**src/rtl/key_sampler.sv**
```systemverilog
// key_sampler: synchronizes a raw push-button level, samples it on a slow
// prescaler tick and emits a one-cycle ready pulse per pressed sample.
// With KEY_SAMPLER_LOCKOUT_EN defined, a "done" from the downstream press
// detector locks the sampler until the key has been seen released on
// RELEASE_TICKS consecutive ticks. Without the macro the sampler is always
// armed, done is ignored and locked is tied low.
module key_sampler #(
  parameter int DIV           = 50000,
  parameter int RELEASE_TICKS = 4
) (
  input  logic clk,
  input  logic reset,
  input  logic key_raw,
  input  logic done,
  output logic ready,
  output logic locked,
  output logic key_sync
);

  localparam int DW = (DIV > 1) ? $clog2(DIV) : 1;
  localparam logic [DW-1:0] DIV_LAST = DW'(DIV - 1);

  logic          sync1_q;
  logic          sync2_q;
  logic [DW-1:0] div_cnt_q;
  logic [DW-1:0] div_cnt_d;
  logic          tick;
  logic          ready_q;
  logic          ready_d;

  // Two-flop synchronizer for the asynchronous key level.
  always_ff @(posedge clk) begin
    // NOTE: non-blocking assignments let sync2_q take the old sync1_q, giving
    // a true two-stage pipeline regardless of statement order.
    if (reset) begin
      sync1_q <= 1'b0;
      sync2_q <= 1'b0;
    end else begin
      sync1_q <= key_raw;
      sync2_q <= sync1_q;
    end
  end

  assign key_sync = sync2_q;

  // Free-running prescaler; tick marks its last count.
  always_comb begin
    tick      = (div_cnt_q == DIV_LAST);
    div_cnt_d = tick ? '0 : div_cnt_q + 1'b1;
  end

  // Prescaler register; never stalled or restarted by the FSM.
  always_ff @(posedge clk) begin
    if (reset) div_cnt_q <= '0;
    else       div_cnt_q <= div_cnt_d;
  end

`ifdef KEY_SAMPLER_LOCKOUT_EN

  typedef enum logic {
    ST_ARMED  = 1'b0,
    ST_LOCKED = 1'b1
  } state_e;

  localparam logic [7:0] REL_LAST = 8'(RELEASE_TICKS - 1);

  state_e     state_q;
  state_e     state_d;
  logic [7:0] rel_cnt_q;
  logic [7:0] rel_cnt_d;

  // Next state, release counter and ready request.
  always_comb begin
    // NOTE: every output of this block gets a default first, so no path
    // leaves a signal unassigned and no latch is inferred.
    state_d   = state_q;
    rel_cnt_d = rel_cnt_q;
    ready_d   = 1'b0;
    case (state_q)
      ST_ARMED: begin
        if (done) begin
          // done wins over a coincident tick: no ready for that sample.
          state_d   = ST_LOCKED;
          rel_cnt_d = '0;
        end else if (tick && sync2_q) begin
          ready_d = 1'b1;
        end
      end
      ST_LOCKED: begin
        if (tick) begin
          if (sync2_q) begin
            rel_cnt_d = '0;
          end else if (rel_cnt_q == REL_LAST) begin
            // Count would reach RELEASE_TICKS: re-arm instead of storing it.
            state_d   = ST_ARMED;
            rel_cnt_d = '0;
          end else begin
            rel_cnt_d = rel_cnt_q + 8'd1;
          end
        end
      end
      default: state_d = ST_ARMED;
    endcase
  end

  // State and release counter registers.
  always_ff @(posedge clk) begin
    if (reset) begin
      state_q   <= ST_ARMED;
      rel_cnt_q <= '0;
    end else begin
      state_q   <= state_d;
      rel_cnt_q <= rel_cnt_d;
    end
  end

  assign locked = (state_q == ST_LOCKED);

`else

  // done has no effect when the lockout is not built.
  logic unused_done;
  assign unused_done = done;

  // Always armed: every pressed sample requests a ready pulse.
  always_comb begin
    ready_d = tick & sync2_q;
  end

  assign locked = 1'b0;

`endif

  // Registered ready pulse; reset suppresses a pulse due on that edge.
  always_ff @(posedge clk) begin
    if (reset) ready_q <= 1'b0;
    else       ready_q <= ready_d;
  end

  assign ready = ready_q;

endmodule
```
**config.mk**
```make
export PLATFORM = sky130hd
export DESIGN_NAME = key_sampler
export DESIGN_NICKNAME = d
export VERILOG_FILES = /design/src/rtl/key_sampler.sv
export SDC_FILE = /design/constraint.sdc
export NUM_CORES = 1
export LEC_CHECK = 0
export ABC_AREA = 1
export ABC_CLOCK_PERIOD_IN_PS = 2090
export CELL_PAD_IN_SITES_DETAIL_PLACEMENT = 1
export CELL_PAD_IN_SITES_GLOBAL_PLACEMENT = 1
export CORE_MARGIN = 8
export CORE_UTILIZATION = 30
export DETAILED_ROUTE_END_ITERATION = 6
export PLACE_DENSITY = 0.65
export SYNTH_ARGS = -nofsm -noshare
export SYNTH_HDL_FRONTEND = slang
export SYNTH_SLANG_ARGS = --single-unit
```
**constraint.sdc**
```tcl
create_clock -name clk -period 2.09 [get_ports clk]
set_input_delay 0.209 -clock clk [delete_from_list [all_inputs] [get_ports clk]]
set_output_delay 0.209 -clock clk [all_outputs]
set_load 0.02 [all_outputs]
```
Word-level counts from Yosys, hierarchy flattened
Cells that the tools add are included.

Output and inout port bits: 3. Register bits: 19. Input port bits: 4. Logic and storage cells: 8.

$add $sub $neg: 1. Reductions and logical operators: 1. Bitwise logic cells: 1. Equality and inequality tests: 1.

Operators by type and width (count): 16-bit by 1-bit adder with 16-bit output, second input constant (1); 16-bit equality test, second input constant (1); 2-bit OR reduction (1); 1-bit AND (1).

Logic depth before layout (Yosys ltp)
Word-level depth: 2. Gate-level depth with buffers: 8.

Worst setup path before layout
Ideal clock, no wire load.

Path type: register -> register. Start: register div_cnt_q[0]. End: register div_cnt_q[14]. Arrival time: 1.130 ns. Path buffers: 1. Clock period less this slack: 1.246 ns. Setup slack: 0.844 ns. Data required time: 1.974 ns. Stages on the path, launching flop included: 8. Setup time: 0.116 ns. Cell sequence: dfxtp_1 -> ha_1 -> nand3_2 -> nor2_2 -> nand2_2 -> nand2_4 -> buf_12 -> a21oi_1.

Cells in the longest elaborated chain, start to end: 2.

RTL lines: start: declaration (line 25) `logic [DW-1:0] div_cnt_q;`; start signal: assignment (line 55) `else div_cnt_q <= div_cnt_d;`; parallel branches: the longest is 2 deep, another holds 16-bit by 1-bit adder with 16-bit output.

Parallel ways; which one is timed is not known. A chain may end at the register's enable or synchronous reset.

Final worst setup path
Start: register sync2_q, in the netlist key_sync. End: output key_sync.

RTL lines: start: declaration (line 24) `logic sync2_q;`; start signal: assignment (line 40) `sync2_q <= sync1_q;`; end: declaration (line 17) `output logic key_sync`.

No word-level cell between the ends.

==> results.md <==
* Final hold viol count at 0
* Worst-path fanout max at 2
* Cell Pwr Density at 545.0 nW/um^2
* Post-synthesis adder-cell area fraction at 0.01259
* Reg2Reg Depth at 5
* Period utilization at 0.6932
* Clk_lat worst skew at 300 ps
* Min Tclk post-route at 1449 ps
* Largest net degree at the start of global routing at 17
* Synth Area in Compound Gates at 0.06297
* Switching pwr at 0.1389 mW
* Synth-to-Final Area Change at 9.698%
* Pint at 0.4550 mW
* Crit path depth at 1
* Final non-filler cell total at 194
* CP Capture Type: output pin
* Drt wl/cell at 11.32 um
* Slowest Stage Delay on Critical Path at 600 ps
* Busiest layer in global routing: met2
* Initial Util at 0.3049
* Fin Setup TNS at 0 ps
* Count of boundary I/O pins at 7
* YS warnings at 0
* Clock Skews at 6.126 ps
* Gate Count Post-Synth at 142
* Mux contribution to synthesized area at 0
* H-tree depth at 1
* CTS Buf Count at 3
* Worst setup SP type: flip-flop
* First drt pass iteration count at 4
* Maxcap violations at 0
* Dpl cell area at 1064 um^2
* EDFF count, synth at 0
* Vias per std cell at 4.531
* Largest family of logic cells by synthesized area: simple AND/OR/NAND/NOR gates
* Seq pwr share at 0.630
* Worst min-delay path class: flip-flop to flip-flop
* Initial antenna violation count at 0
* RSZ-0062 raised after global routing: false
* Syn Nets at 147
* Gp weighted congestion at 0.7815
* Worst-path clk slew at 110 ps
* Leak Pwr at 0.3438 nW
* R2r setup slk at 650 ps
* DR iter-0 viols at 31
* Critical path's slowest cell: clkdlybuf4s50_1
* GR Util All Layers at 0.09206
* FF+latch count, synth at 19
* Async S/R FF share, synth at 0
* Met3 usage at 0.03274
* CTS tree: yes
* Post-cts sizing count at 0
* Main synth FF type: dfxtp_1
* Crit path max-delay family: buffers and inverters
* Worst Setup EP: key_sync
* Hold buffer count at cts at 0
* Critical path class: flip-flop to output pin
* Port Buffers at 4
* Die ar. at 5409 um^2
* Simple-gate share of the synthesized area at 0.3955
* Combinational Power Share at 0.050
* Unique masters post-synth at 23
* Chip Width at 73.55 um
* Final net count at 154
* Capturing point of the worst reg2reg path: div_cnt_q[6]$_SDFF_PP0_
* GRT met2 Usage at 0.1604
* Worst-case clock buffer depth at 2
* Root Buffer: clkbuf_4
* Pins Over Slew Limit at 0
* Diodes inserted at 0
* Crit path launch: key_sync$_SDFF_PP0_
* Endpoints failing setup at 0
* Post-route cell area at 1090 um^2
* Clock power share at 0.320
* Core footprint at 3258 um^2
* Switching Fraction at 0.2339
* Core Rows at 21
* Worst R2R Start: div_cnt_q[0]$_SDFF_PP0_
* Synth Cell Area at 993.5 um^2
* Sequential share of the synthesized area at 0.3829
* Post-route ant nets at 0
* Status: complete, no violations
* Die Ht at 73.55 um
* Post-DP HPWL at 1695 um
* Post-CTS setup buffers at 0
* Share of cells above drive strength 1 at 0.1689
* Final wirelength at 2197 um
* # DRC at 0
* XOR/XNOR share of the synthesized area at 0.03526
* Crit-path cells: clkdlybuf4s50_1
* Hold Startpoint: sync1_q$_SDFF_PP0_
* Inst Count DP at 190
* FMAX at 0.6903 GHz
* Number of global-route vias before repair at 864
* Required time worst endpoint at 1880 ps
* Post-Syn Area per Cell at 6.996 um^2
* Worst-case vdd ir drop at 0.3945 mV
* Vias post-DR at 879
* First-pass GRT wire length at 3891 um
* Met1 global-route usage at 0.1038
* Sink Count at 19
* GRT overflow at 0
* WP buf/inv at 1
* Arrival time at the worst endpoint at 1240 ps
through the flow:
stage	utilization	setup WS, ps	power (mW)	hold WS (ps)
final	0.3345	641.3	0.5939	410.5
after detailed placement	0.3264	682.3	0.4130	400.4
after global placement	0.3264	706.8	0.4119	390.0
after global routing	0.3345	520.3	0.6233	420.3
after floorplan	-	843.6	0.4082	280.2
after CTS	0.3345	616.9	0.6046	416.5
flip-flops by register name, summed over array words and instances (netlist names):
signal / flops
sync1_q: 1
key_sync: 1
ready: 1
div_cnt_q: 16
power groups by stage:
stage	registers (mW)	clock network, mW	logic [mW]
after CTS	0.374	0.200	0.0302
after global routing	0.375	0.214	0.0337
after floorplan	0.382	0	0.0258
after global placement	0.382	0	0.0298
final	0.374	0.190	0.0294
after detailed placement	0.383	0	0.0303
cells in the mapped netlist, types with 2 or more instances:
cell type	number	area [um^2]
nor2_1	20	75.07
nand2_2	3	18.77
nand4_1	5	31.28
a21oi_1	7	35.03
nand2_1	32	120.1
nand3_1	8	40.04
inv_1	19	71.32
a21oi_2	2	17.52
nor2_2	11	68.82
xor2_1	3	26.28
inv_2	2	7.510
dfxtp_1	19	380.4
cell usage in the layout (no fill, tap or decap), types with 2 or more instances in the layout:
cell | synthesis | final
a21oi_2 | 2 | 2
inv_1 | 19 | 19
nand2_1 | 32 | 32
nor2_2 | 11 | 11
a21oi_1 | 7 | 7
dfxtp_1 | 19 | 19
nand4_1 | 5 | 5
xor2_1 | 3 | 3
nor2_1 | 20 | 20
nand2_2 | 3 | 3
clkbuf_4 | 0 | 3
nand3_1 | 8 | 8
inv_2 | 2 | 2
clkdlybuf4s50_1 | 0 | 4
layout make-up:
| cell class | count | area, um^2 |
|---|---|---|
| multi-input combinational | 100 | 506.7 |
| timing repair buffer | 4 | 40.04 |
| sequential | 19 | 380.4 |
| clock buffer | 4 | 26.28 |
| inverter | 21 | 78.83 |
| tap | 46 | 57.56 |
| fill | 471 | 2168 |
worst min-delay path by stage:
stage | endpoint | slack (ps) | cells after the start
floorplan | sync1_q$_SDFF_PP0_ | 280 | 1
global placement | key_sync$_SDFF_PP0_ | 390 | 2
detailed placement | key_sync$_SDFF_PP0_ | 400 | 2
CTS | key_sync$_SDFF_PP0_ | 420 | 2
global route | key_sync$_SDFF_PP0_ | 420 | 2
finish | key_sync$_SDFF_PP0_ | 410 | 2
per-layer routing:
layer / part of all wire / up-vias / wire length (um)
li1: - / 446 / -
met1: 0.47 / 427 / 1026
met2: 0.50 / 4 / 1104
met3: 0.022 / 2 / 49
met4: 0.0077 / 0 / 17
met5: 0 / - / 0
kinds of logic (layout without fill, tap and decap cells):
logic type,Yosys count,after routing
simple gates,83,83
other cells,1,1
compound gates,11,11
xor+xnor,4,4
flops,19,19
fa+ha+maj,1,1
buf+inv,23,29
No activity file was read; power rests on OpenSTA's default activity.
